### config.mk
export PLATFORM = sky130hd
export DESIGN_NAME = fp_align_stage
export DESIGN_NICKNAME = d
export VERILOG_FILES = /design/src/rtl/fp_pkg.sv /design/src/rtl/fp_rshift_sticky.sv /design/src/rtl/fp_align_stage.sv
export SDC_FILE = /design/constraint.sdc
export NUM_CORES = 1
export LEC_CHECK = 0
export CAP_MARGIN = 20
export CORE_ASPECT_RATIO = 2
export CORE_MARGIN = 2
export CORE_UTILIZATION = 50
export DETAILED_ROUTE_END_ITERATION = 8
export PLACE_DENSITY = 0.85
export SETUP_SLACK_MARGIN = 0.4
export SLEW_MARGIN = 20
export SYNTH_ARGS = -nofsm -noshare
export SYNTH_HDL_FRONTEND = slang
export SYNTH_HIERARCHICAL = 1
export SYNTH_SLANG_ARGS = --single-unit
### constraint.sdc
create_clock -name clk -period 5.6 [get_ports clk]
set_clock_uncertainty 0.05 [all_clocks]
set_input_delay 1.12 -clock clk [delete_from_list [all_inputs] [get_ports clk]]
set_output_delay 1.12 -clock clk [all_outputs]
set_load 0.01 [all_outputs]
### src/rtl/fp_pkg.sv
// Shared widths and the aligned-operand bundle passed from alignment to add/normalize.
package fp_pkg;

    localparam int EXP_W  = 8;
    localparam int FRAC_W = 23;
    localparam int MAN_W  = 24;
    localparam int ALN_W  = 27;

    typedef struct packed {
        logic [EXP_W-1:0] exp_max;
        logic [ALN_W-1:0] sig_big;
        logic [ALN_W-1:0] sig_small;
        logic             sign_big;
        logic             eff_sub;
        logic             swap;
    } align_s;

endpackage

### src/rtl/fp_rshift_sticky.sv
// Right shifter for the aligned significand; every bit shifted out is folded into bit 0.
module fp_rshift_sticky
    import fp_pkg::*;
(
    input  logic [ALN_W-1:0] value,
    input  logic [EXP_W-1:0] shamt,
    output logic [ALN_W-1:0] result
);

    logic [ALN_W-1:0] shifted;
    logic [ALN_W-1:0] lost_mask;
    logic             sticky;

    always_comb begin
        shifted   = '0;
        lost_mask = '0;
        sticky    = 1'b0;
        result    = '0;
        if (shamt >= EXP_W'(ALN_W)) begin
            // everything falls off the end; only the sticky survives
            result = {{(ALN_W-1){1'b0}}, |value};
        end else begin
            shifted   = value >> shamt;
            lost_mask = ~({ALN_W{1'b1}} << shamt);
            sticky    = |(value & lost_mask);
            result    = {shifted[ALN_W-1:1], shifted[0] | sticky};
        end
    end

endmodule

### src/rtl/fp_align_stage.sv
// Two-stage operand alignment: S1 orders operands by magnitude, S2 shifts the smaller
// significand into place with guard/round/sticky. Elastic valid/ready between stages.
module fp_align_stage
    import fp_pkg::*;
(
    input  logic              clk,
    input  logic              reset,
    input  logic              in_valid,
    output logic              in_ready,
    input  logic              sign1,
    input  logic              sign2,
    input  logic              op_sub,
    input  logic [EXP_W-1:0]  exp1_d,
    input  logic [EXP_W-1:0]  exp2_d,
    input  logic [FRAC_W-1:0] sig1_o,
    input  logic [FRAC_W-1:0] sig2_o,
    input  logic [1:0]        n_concat,
    output logic              out_valid,
    input  logic              out_ready,
    output logic [EXP_W-1:0]  exp_max,
    output logic [ALN_W-1:0]  sig_big,
    output logic [ALN_W-1:0]  sig_small,
    output logic              sign_big,
    output logic              eff_sub,
    output logic              swap
);

    logic [MAN_W-1:0] man1, man2;
    logic             op1_big;
    logic [EXP_W-1:0] diff_c;

    logic             s1_valid;
    logic             s1_swap;
    logic [EXP_W-1:0] s1_diff;
    logic [EXP_W-1:0] s1_exp_max;
    logic [MAN_W-1:0] s1_big_man;
    logic [MAN_W-1:0] s1_small_man;
    logic             s1_sign_big;
    logic             s1_eff_sub;

    logic             s2_valid;
    align_s           s2_q;
    logic [ALN_W-1:0] small_aligned;

    logic             s1_adv, s2_adv;

    assign man1    = {~n_concat[1], sig1_o};
    assign man2    = {~n_concat[0], sig2_o};
    // ties on the full magnitude keep op1 as the big operand
    assign op1_big = (exp1_d > exp2_d) || ((exp1_d == exp2_d) && (man1 >= man2));
    assign diff_c  = op1_big ? (exp1_d - exp2_d) : (exp2_d - exp1_d);

    assign s2_adv   = !s2_valid || out_ready;
    assign s1_adv   = !s1_valid || s2_adv;
    assign in_ready = s1_adv && !reset;

    fp_rshift_sticky u_rshift (
        .value  ({s1_small_man, 3'b000}),
        .shamt  (s1_diff),
        .result (small_aligned)
    );

    always_ff @(posedge clk) begin
        if (reset) begin
            s1_valid     <= 1'b0;
            s1_swap      <= 1'b0;
            s1_diff      <= '0;
            s1_exp_max   <= '0;
            s1_big_man   <= '0;
            s1_small_man <= '0;
            s1_sign_big  <= 1'b0;
            s1_eff_sub   <= 1'b0;
            s2_valid     <= 1'b0;
            s2_q         <= '0;
        end else begin
            if (s1_adv) begin
                s1_valid <= in_valid;
                if (in_valid) begin
                    s1_swap      <= !op1_big;
                    s1_diff      <= diff_c;
                    s1_exp_max   <= op1_big ? exp1_d : exp2_d;
                    s1_big_man   <= op1_big ? man1 : man2;
                    s1_small_man <= op1_big ? man2 : man1;
                    s1_sign_big  <= op1_big ? sign1 : (sign2 ^ op_sub);
                    s1_eff_sub   <= sign1 ^ sign2 ^ op_sub;
                end
            end
            if (s2_adv) begin
                s2_valid <= s1_valid;
                if (s1_valid) begin
                    s2_q.exp_max   <= s1_exp_max;
                    s2_q.sig_big   <= {s1_big_man, 3'b000};
                    s2_q.sig_small <= small_aligned;
                    s2_q.sign_big  <= s1_sign_big;
                    s2_q.eff_sub   <= s1_eff_sub;
                    s2_q.swap      <= s1_swap;
                end
            end
        end
    end

    assign out_valid = s2_valid;
    assign exp_max   = s2_q.exp_max;
    assign sig_big   = s2_q.sig_big;
    assign sig_small = s2_q.sig_small;
    assign sign_big  = s2_q.sign_big;
    assign eff_sub   = s2_q.eff_sub;
    assign swap      = s2_q.swap;

endmodule

-- Yosys cells after proc, flatten, opt, wreduce, memory -nomap -nowiden
Cells that the tools add are included.
- add/sub/neg operators: 2
- $lt $le $gt $ge: 3
- equality and inequality tests: 1
- shifts and indexed selects: 2
- muxes and demuxes: 6
- bitwise gates (word level): 8
- reductions and logical operators: 13
- operator list (kind ; number):
    $mux 24 ; 2
    $and 27x27->27 ; 1
    $mux 27 ; 1
    $not 27->27 ; 1
    $reduce_or 27->1 ; 1
    $shl 27x8->27 const A ; 1
    $shr 27x8->27 ; 1
    $ge 24x24->1 ; 1
    $reduce_or 24->1 ; 1
    $mux 8 ; 2
    $sub 8x8->8 ; 2
    $eq 8x8->1 ; 1
    $ge 8x5->1 const B ; 1
    $gt 8x8->1 ; 1
    $logic_not 1->1 ; 4
    $reduce_and 2->1 ; 2
    $logic_or 1x1->1 ; 3
    $xor 1x1->1 ; 3
    $logic_and 1x1->1 ; 2
    $not 1->1 ; 2
    $mux 1 ; 1
    $or 1x1->1 ; 1
- register bits after elaboration: 131
- bits of input ports: 71

-- Longest topological paths before layout
Gate-level depths: netlist of run 1.
- word-level depth: 6
- depth in mapped cells: 13
- mapped depth without buffers: 11

-- Modules after synthesis
Netlist of run 1, hierarchy kept.
- by module, submodules not included (module ; times used ; cells each ; area an instance (um^2) ; seq. area each (um^2)):
    fp_align_stage ; 1 ; 788 ; 6304.8 ; 2622.5
    fp_rshift_sticky ; 1 ; 280 ; 1875.5 ; 0.0

-- Worst setup path after synthesis of run 1
Ideal clock, no wire load.
- kind: input -> register
- start: input port exp1_d[5]
- end: register s1_diff[5]
- setup time: 0.132 ns
- arrival time: 2.971 ns
- required time: 5.418 ns
- path slack: 2.447 ns
- stages on the path: 11
- cell sequence: inv_1 > ha_1 > buf_2 > and4_1 > nand4b_1 > a221oi_2 > o211ai_2 > nand2_4 > mux2_2 > o21ai_0 > o311ai_1
- word-level cells in the longest chain between the ends: 4
- elaborated cells between the ends (all ways): 7
- ends and longest elaborated chain (what ; RTL line ; RTL):
    start: declaration ; fp_align_stage.sv:13 ; input logic [EXP_W-1:0] exp1_d,
    parallel branches: the longest is 3 deep, another holds $gt 8x8->1 ; - ;
    $mux 8 * ; fp_align_stage.sv:51 ; assign diff_c = op1_big ? (exp1_d - exp2_d) : (exp2_d - exp1_d);
    end signal: assignment ; fp_align_stage.sv:80 ; s1_diff <= diff_c;
    end: declaration ; fp_align_stage.sv:34 ; logic [EXP_W-1:0] s1_diff;
Mark *: on every way between the ends.
A chain may end at the register's enable or synchronous reset.

-- Final worst setup path of run 1
- start: input port exp1_d[5]
- end: register s1_big_man[16]
- word-level cells in the longest chain between the ends: 4
- elaborated cells between the ends (all ways): 5
- ends and longest elaborated chain (what ; RTL line ; RTL):
    parallel branches: the longest is 2 deep, another holds $gt 8x8->1 ; - ;
    $logic_or 1x1->1 * ; fp_align_stage.sv:50 ; assign op1_big = (exp1_d > exp2_d) || ((exp1_d == exp2_d) && (man1 >= man2));
    $mux 24 * ; fp_align_stage.sv:82 ; s1_big_man <= op1_big ? man1 : man2;
    end signal: assignment ; fp_align_stage.sv:82 ;
    end: declaration ; fp_align_stage.sv:36 ; logic [MAN_W-1:0] s1_big_man;
Marks and branches as above.

==> results.toml, run 1 <==
[power]
seqPwrFrac_pct = 36.9
max-vdd-ir-drop_mv = 0.240
internal_power_w = 0.00199
p_sw_w = 0.000910
pwr-share-comb_pct = 24.4
power_density_nw_per_um2 = 287
p_leak_nw = 4.04
pwr-share-clk_pct = 38.7
sw_frac_of_total_pct = 31.4

[logic_synthesis]
synth_top_family_by_area = "compound AO/OA/AOI/OAI gates"
synth_flop_cell = "dfxtp_1"
synth_edf_count = 0
syn_area_um2 = 8180
synth_mux_area_share_pct = 11.3
synthAdderAreaFrac_pct = 6.45
seq_area_frac_synth_pct = 32.1
async_flop_share_pct = 0
synth_compound_area_share_pct = 22.2
ys_ff_latch = 131
avgSynthCellArea_um2 = 7.66
synthCells = 1068
synth.distinct_cells = 71
ys.warnings.count = 6
synthXorXnorAreaFrac_pct = 0.642
synth_simple_gate_area_share_pct = 20.4

[worst_setup_path]
start_kind = "input port"
cp.depth = 11
critical_path.endpoint_type = "flip-flop"
cp_data_arrival_time_ps = 4380
crit_required_ps = 5810
slowest_stage = "nand2_4"
critPathKind = "input port to flip-flop"
cp_top_family = "simple AND/OR/NAND/NOR gates"
r2r_cells = 9
cp.buffers_inverters = 3
path_max_fanout = 81
path_cells = "clkdlybuf4s50_1 -> inv_1 -> ha_1 -> and4_1 -> nand4b_1 -> a221oi_2 -> o211ai_2 -> nand2_4 -> buf_4 -> mux2i_1 -> a211oi_1"
slowest_delay_ps = 730

[die]
io_pins = 138
num_rows = 66
start_util_pct = 50.8
dieArea_um2 = 17500
coreArea_um2 = 16100
chipWidth_um = 94.4
fp.dieH_um = 185

[drt]
final_antenna_net_count = 0
wire_per_inst_um = 17.8
via_count = 8226
drt-initial-drc-count = 669
viasPerCell = 5.96
routed_wl_um = 24600
drc = 0
drt_pass1_iterations = 6

[clock_tree]
clock_sinks = 131
cts_made_buffers = 17
cts_setup_buffers = 0
cts_tree = "done"
postCtsHoldBufs = 0
clock_latency_ps = 420
cts.clk_slew.worst_paths_ps = 60
cts_resized = 0
cts_max_level = 4
root_buffer = "clkbuf_16"
clockBufferDepth = 2

[place]
io_buffers = 134
gp_congestion = 0.930
place_area_um2 = 9540
dp_hpwl_um = 17600

[sta]
setup_violations = 0
rsz0062_at_grt = "no"
slew_headroom_pct = 18.3
setup_tns_ps = 0
fin_crit_ps = 4170
min_period_over_period_pct = 74.4
max_freq_mhz = 240
hold_viol_final = 0
tightest_slew_ps = 1220
slew_violations = 0

[finish]
final_common_cell = "nand2_1"
nets = 1277
antenna_cells = 0
syn_to_final_growth_pct = 23.7
num-fill-cells = 1423
stdcell_area_um2 = 10100
layout_common_cells = "nand2_1, nor2_1, clkdlybuf4s50_1"
multi_input_area_um2 = 5080
seqCellArea_um2 = 2620
drive_gt1_share_pct = 5.70

[global_routing]
antenna_found_initial = 0
grt_util_all_layers_pct = 28.1
grt_pass1_wl_um = 38600
globalRoute.totalOverflow = 0
grt_pass1_vias = 7850
grt_max_degree = 86

[job]
max-cap-violations = 0

[worst_hold_path]
hp-class = "flip-flop to flip-flop"
min_path_cells = 2

[status]
outcome = "completed"
==> synth_stat cells (all sizes together), types with 12 or more instances <==
| master | count | share of area (%) |
|---|---|---|
| nand2 | 187 | 8.7 |
| nor2 | 136 | 6.2 |
| dfxtp | 131 | 32 |
| a21oi | 129 | 7.9 |
| a211oi | 63 | 5.8 |
| clkbuf | 58 | 2.7 |
| mux2i | 51 | 6.2 |
| inv | 47 | 2.2 |
| ha | 39 | 6.0 |
| o21ai | 29 | 1.8 |
| buf | 23 | 2.0 |
| nor3 | 15 | 0.98 |
| mux4 | 12 | 3.5 |
==> stage by stage <==
step                util [%]  instances  hold WS [ps]  setup slack (ps)  total power, W
floorplan                  -       1084           381              2450         0.00155
global placement        59.2       1350           387              1160         0.00176
detailed placement      59.2       1350           396              1040         0.00178
CTS                     62.8       1380           403              1460         0.00290
global route            62.9       1380           422              1150         0.00302
finish                  62.9       1380           402              1430         0.00290
==> worst min-delay path, cell delays in order (launching register included) <==
cell	delay, ps
dfxtp_1	300
nand2_1	50
a21oi_1	50
==> registers in the layout, indices dropped and copies added, names as in the netlist <==
name	flops
s1_eff_sub	1
eff_sub	1
s1_valid	1
sign_big	1
exp_max	8
s1_diff	8
s1_swap	1
sig_small	27
s1_big_man	24
sig_big	24
s1_exp_max	8
s1_sign_big	1
s1_small_man	24
out_valid	1
swap	1
==> cell families after synthesis <==
logic type,count (synthesis)
other cells,1
mux,74
buf+inv,129
simple gates,396
fa+ha+maj,41
compound gates,290
flops,131
xor+xnor,6
==> per-layer routing <==
layer	share of wire, %	vias up	track usage [%]
li1	-	3938	-
met1	40	3852	33.8
met2	50	369	48.3
met3	6.5	67	4.96
met4	3.6	0	12.1
met5	0	-	0
==> worst paths after layout <==
kind / startpoint / to / slack, ps
worst max-delay path: exp1_d[5] / s1_big_man[16] / 1430
worst min-delay path: sig_small[14] / sig_small[14] / 400
worst max register to register: s1_diff[1] / sig_small[0] / 2220
worst min register to register: sig_small[14] / sig_small[14] / 400
==> power groups by stage <==
stage / logic, W / registers (W) / clock network [W]
finish: 0.000709 / 0.00107 / 0.00112
global route: 0.000768 / 0.00108 / 0.00118
CTS: 0.000695 / 0.00107 / 0.00113
floorplan: 0.000494 / 0.00105 / 0
global placement: 0.000679 / 0.00108 / 0
detailed placement: 0.000688 / 0.00109 / 0
==> layout make-up <==
type	instances	area share, %
multi-input cells	824	50.2
repair buffers	143	13.9
inverters	48	1.78
clock buffers	20	4.41
well taps	204	2.52
clock inverters	10	1.32
flip-flops and latches	131	25.9
Power figures use the tool's default switching activity.
==> inputs of run 2 (changes only) <==
==> constraint.sdc (replaced) <==
create_clock -name clk -period 4.3 [get_ports clk]
set_clock_uncertainty 0.05 [all_clocks]
set_input_delay 0.86 -clock clk [delete_from_list [all_inputs] [get_ports clk]]
set_output_delay 0.86 -clock clk [all_outputs]
set_load 0.01 [all_outputs]
==> results.toml, run 2 (synthesis gave the netlist of run 1 again) <==
[status]
outcome = "completed"

[finish]
num-fill-cells = 1400
stdcell_area_um2 = 10200
layout_common_cells = "nand2_1, nor2_1, clkdlybuf4s50_1"
fin_util_pct = 63.4
largest_reg_flops = 27
nets = 1284
syn_to_final_growth_pct = 24.7
drive_gt1_share_pct = 6.42
final_common_cell = "nand2_1"
antenna_cells = 0
largest-register = "sig_small"

[drt]
drt_pass1_iterations = 5
dr_wl_met3_um = 1630
wl_met1_um = 9590
met2WireLength_um = 12300
wire_per_inst_um = 17.8
via_count = 8178
top_layer = "met4"
drt-initial-drc-count = 760
viasPerCell = 5.90
final_antenna_net_count = 0
routed_wl_um = 24700
drc = 0

[sta]
hold_viol_final = 0
fin_crit_ps = 3540
min_period_over_period_pct = 82.3
tightest_slew_ps = 931
setup_tns_ps = 0
slew_headroom_pct = 37.3
rsz0062_at_grt = "no"
setup_violations = 0
slew_violations = 0
max_freq_mhz = 283

[place]
place_area_um2 = 9610
io_buffers = 134
gp_congestion = 0.940
dp_hpwl_um = 17900

[die]
start_util_pct = 50.8
num_rows = 66
fp.dieH_um = 185
dieArea_um2 = 17500
coreArea_um2 = 16100
chipWidth_um = 94.4
io_pins = 138

[clock_tree]
cts.clk_slew.worst_paths_ps = 60
cts_setup_buffers = 0
clockBufferDepth = 2
clock_latency_ps = 420
root_buffer = "clkbuf_16"
cts_resized = 0
postCtsHoldBufs = 0
cts_tree = "done"
cts_max_level = 4
cts_made_buffers = 17
clock_sinks = 131

[global_routing]
grt_pass1_wl_um = 39000
grt_pass1_vias = 7860
grt_max_degree = 80
grt_util_all_layers_pct = 28.5
antenna_found_initial = 0
globalRoute.totalOverflow = 0

[worst_setup_path]
path_max_fanout = 66
critPathKind = "input port to flip-flop"
crit_required_ps = 4560
critical_path.endpoint_type = "flip-flop"
slowest_stage = "clkdlybuf4s50_1"
slowest_delay_ps = 480
cp_data_arrival_time_ps = 3800
path_cells = "clkdlybuf4s50_1 -> inv_1 -> ha_1 -> and4_1 -> nand4b_1 -> a221oi_2 -> o211ai_2 -> nand2_4 -> buf_12 -> mux2i_1 -> a211oi_1"
start_kind = "input port"

[power]
power_density_nw_per_um2 = 370
power.total_w = 0.00378
p_leak_nw = 4.09
max-vdd-ir-drop_mv = 0.268

[job]
max-cap-violations = 0

[worst_hold_path]
hp-class = "flip-flop to flip-flop"
run 2: cell types whose count changed in the layout (fill, tap and decap cells not counted), moves of 2 or more:
cell | previous run | this run
buf_4 | 10 | 15
clkinv_4 | 0 | 3
buf_12 | 0 | 2
clkbuf_1 | 2 | 0
run 2: layer usage:
metal | GRT usage [%] | vias to the layer above
li1 | - | 3942
met2 | 49.5 | 380
met3 | 5.61 | 82
met5 | 0 | -
met1 | 33.0 | 3774
met4 | 13.4 | 0
run 2: area by class of cell:
| type | instances | area (µm²) | share of cell area (%) |
|---|---|---|---|
| clock inverter | 13 | 161 | 1.58 |
| tap | 204 | 255 | 2.50 |
| clock buffer | 17 | 425 | 4.17 |
| multi-input combinational | 824 | 5070 | 49.7 |
| timing repair buffer | 150 | 1480 | 14.5 |
| inverter | 48 | 180 | 1.77 |
| sequential | 131 | 2620 | 25.7 |
run 2: report_power, final:
part	switching, W	internal [W]
logic	0.000530	0.000395
clock network	0.000548	0.000905
registers	0.000109	0.00129
total	0.00119	0.00259
run 2: through the flow:
stage          cells  setup slack, ps  hold slack, ps
3_5_place_dp    1357              395             394
6_report        1387              761             400
5_1_grt         1387              536             418
4_1_cts         1387              794             399
2_1_floorplan   1084             1410             381
3_3_place_gp    1357              483             389
run 2: path summary, 6_finish.rpt:
path	start	to	slack, ps	cells after the start
setup / recovery	exp1_d[5]	s1_big_man[16]	760	11
setup reg to reg	s1_diff[0]	sig_small[0]	1030	8
hold reg to reg	s1_exp_max[2]	exp_max[2]	400	2
hold / removal	s1_exp_max[2]	exp_max[2]	400	2
run 2: critical path: cells and delay by family:
kind | cells | cell delay, ps
AOI/OAI and AO/OA | 3 | 680
adders and majority gates | 1 | 430
buffers and inverters | 3 | 880
muxes | 1 | 130
and+or+nand+nor | 3 | 800
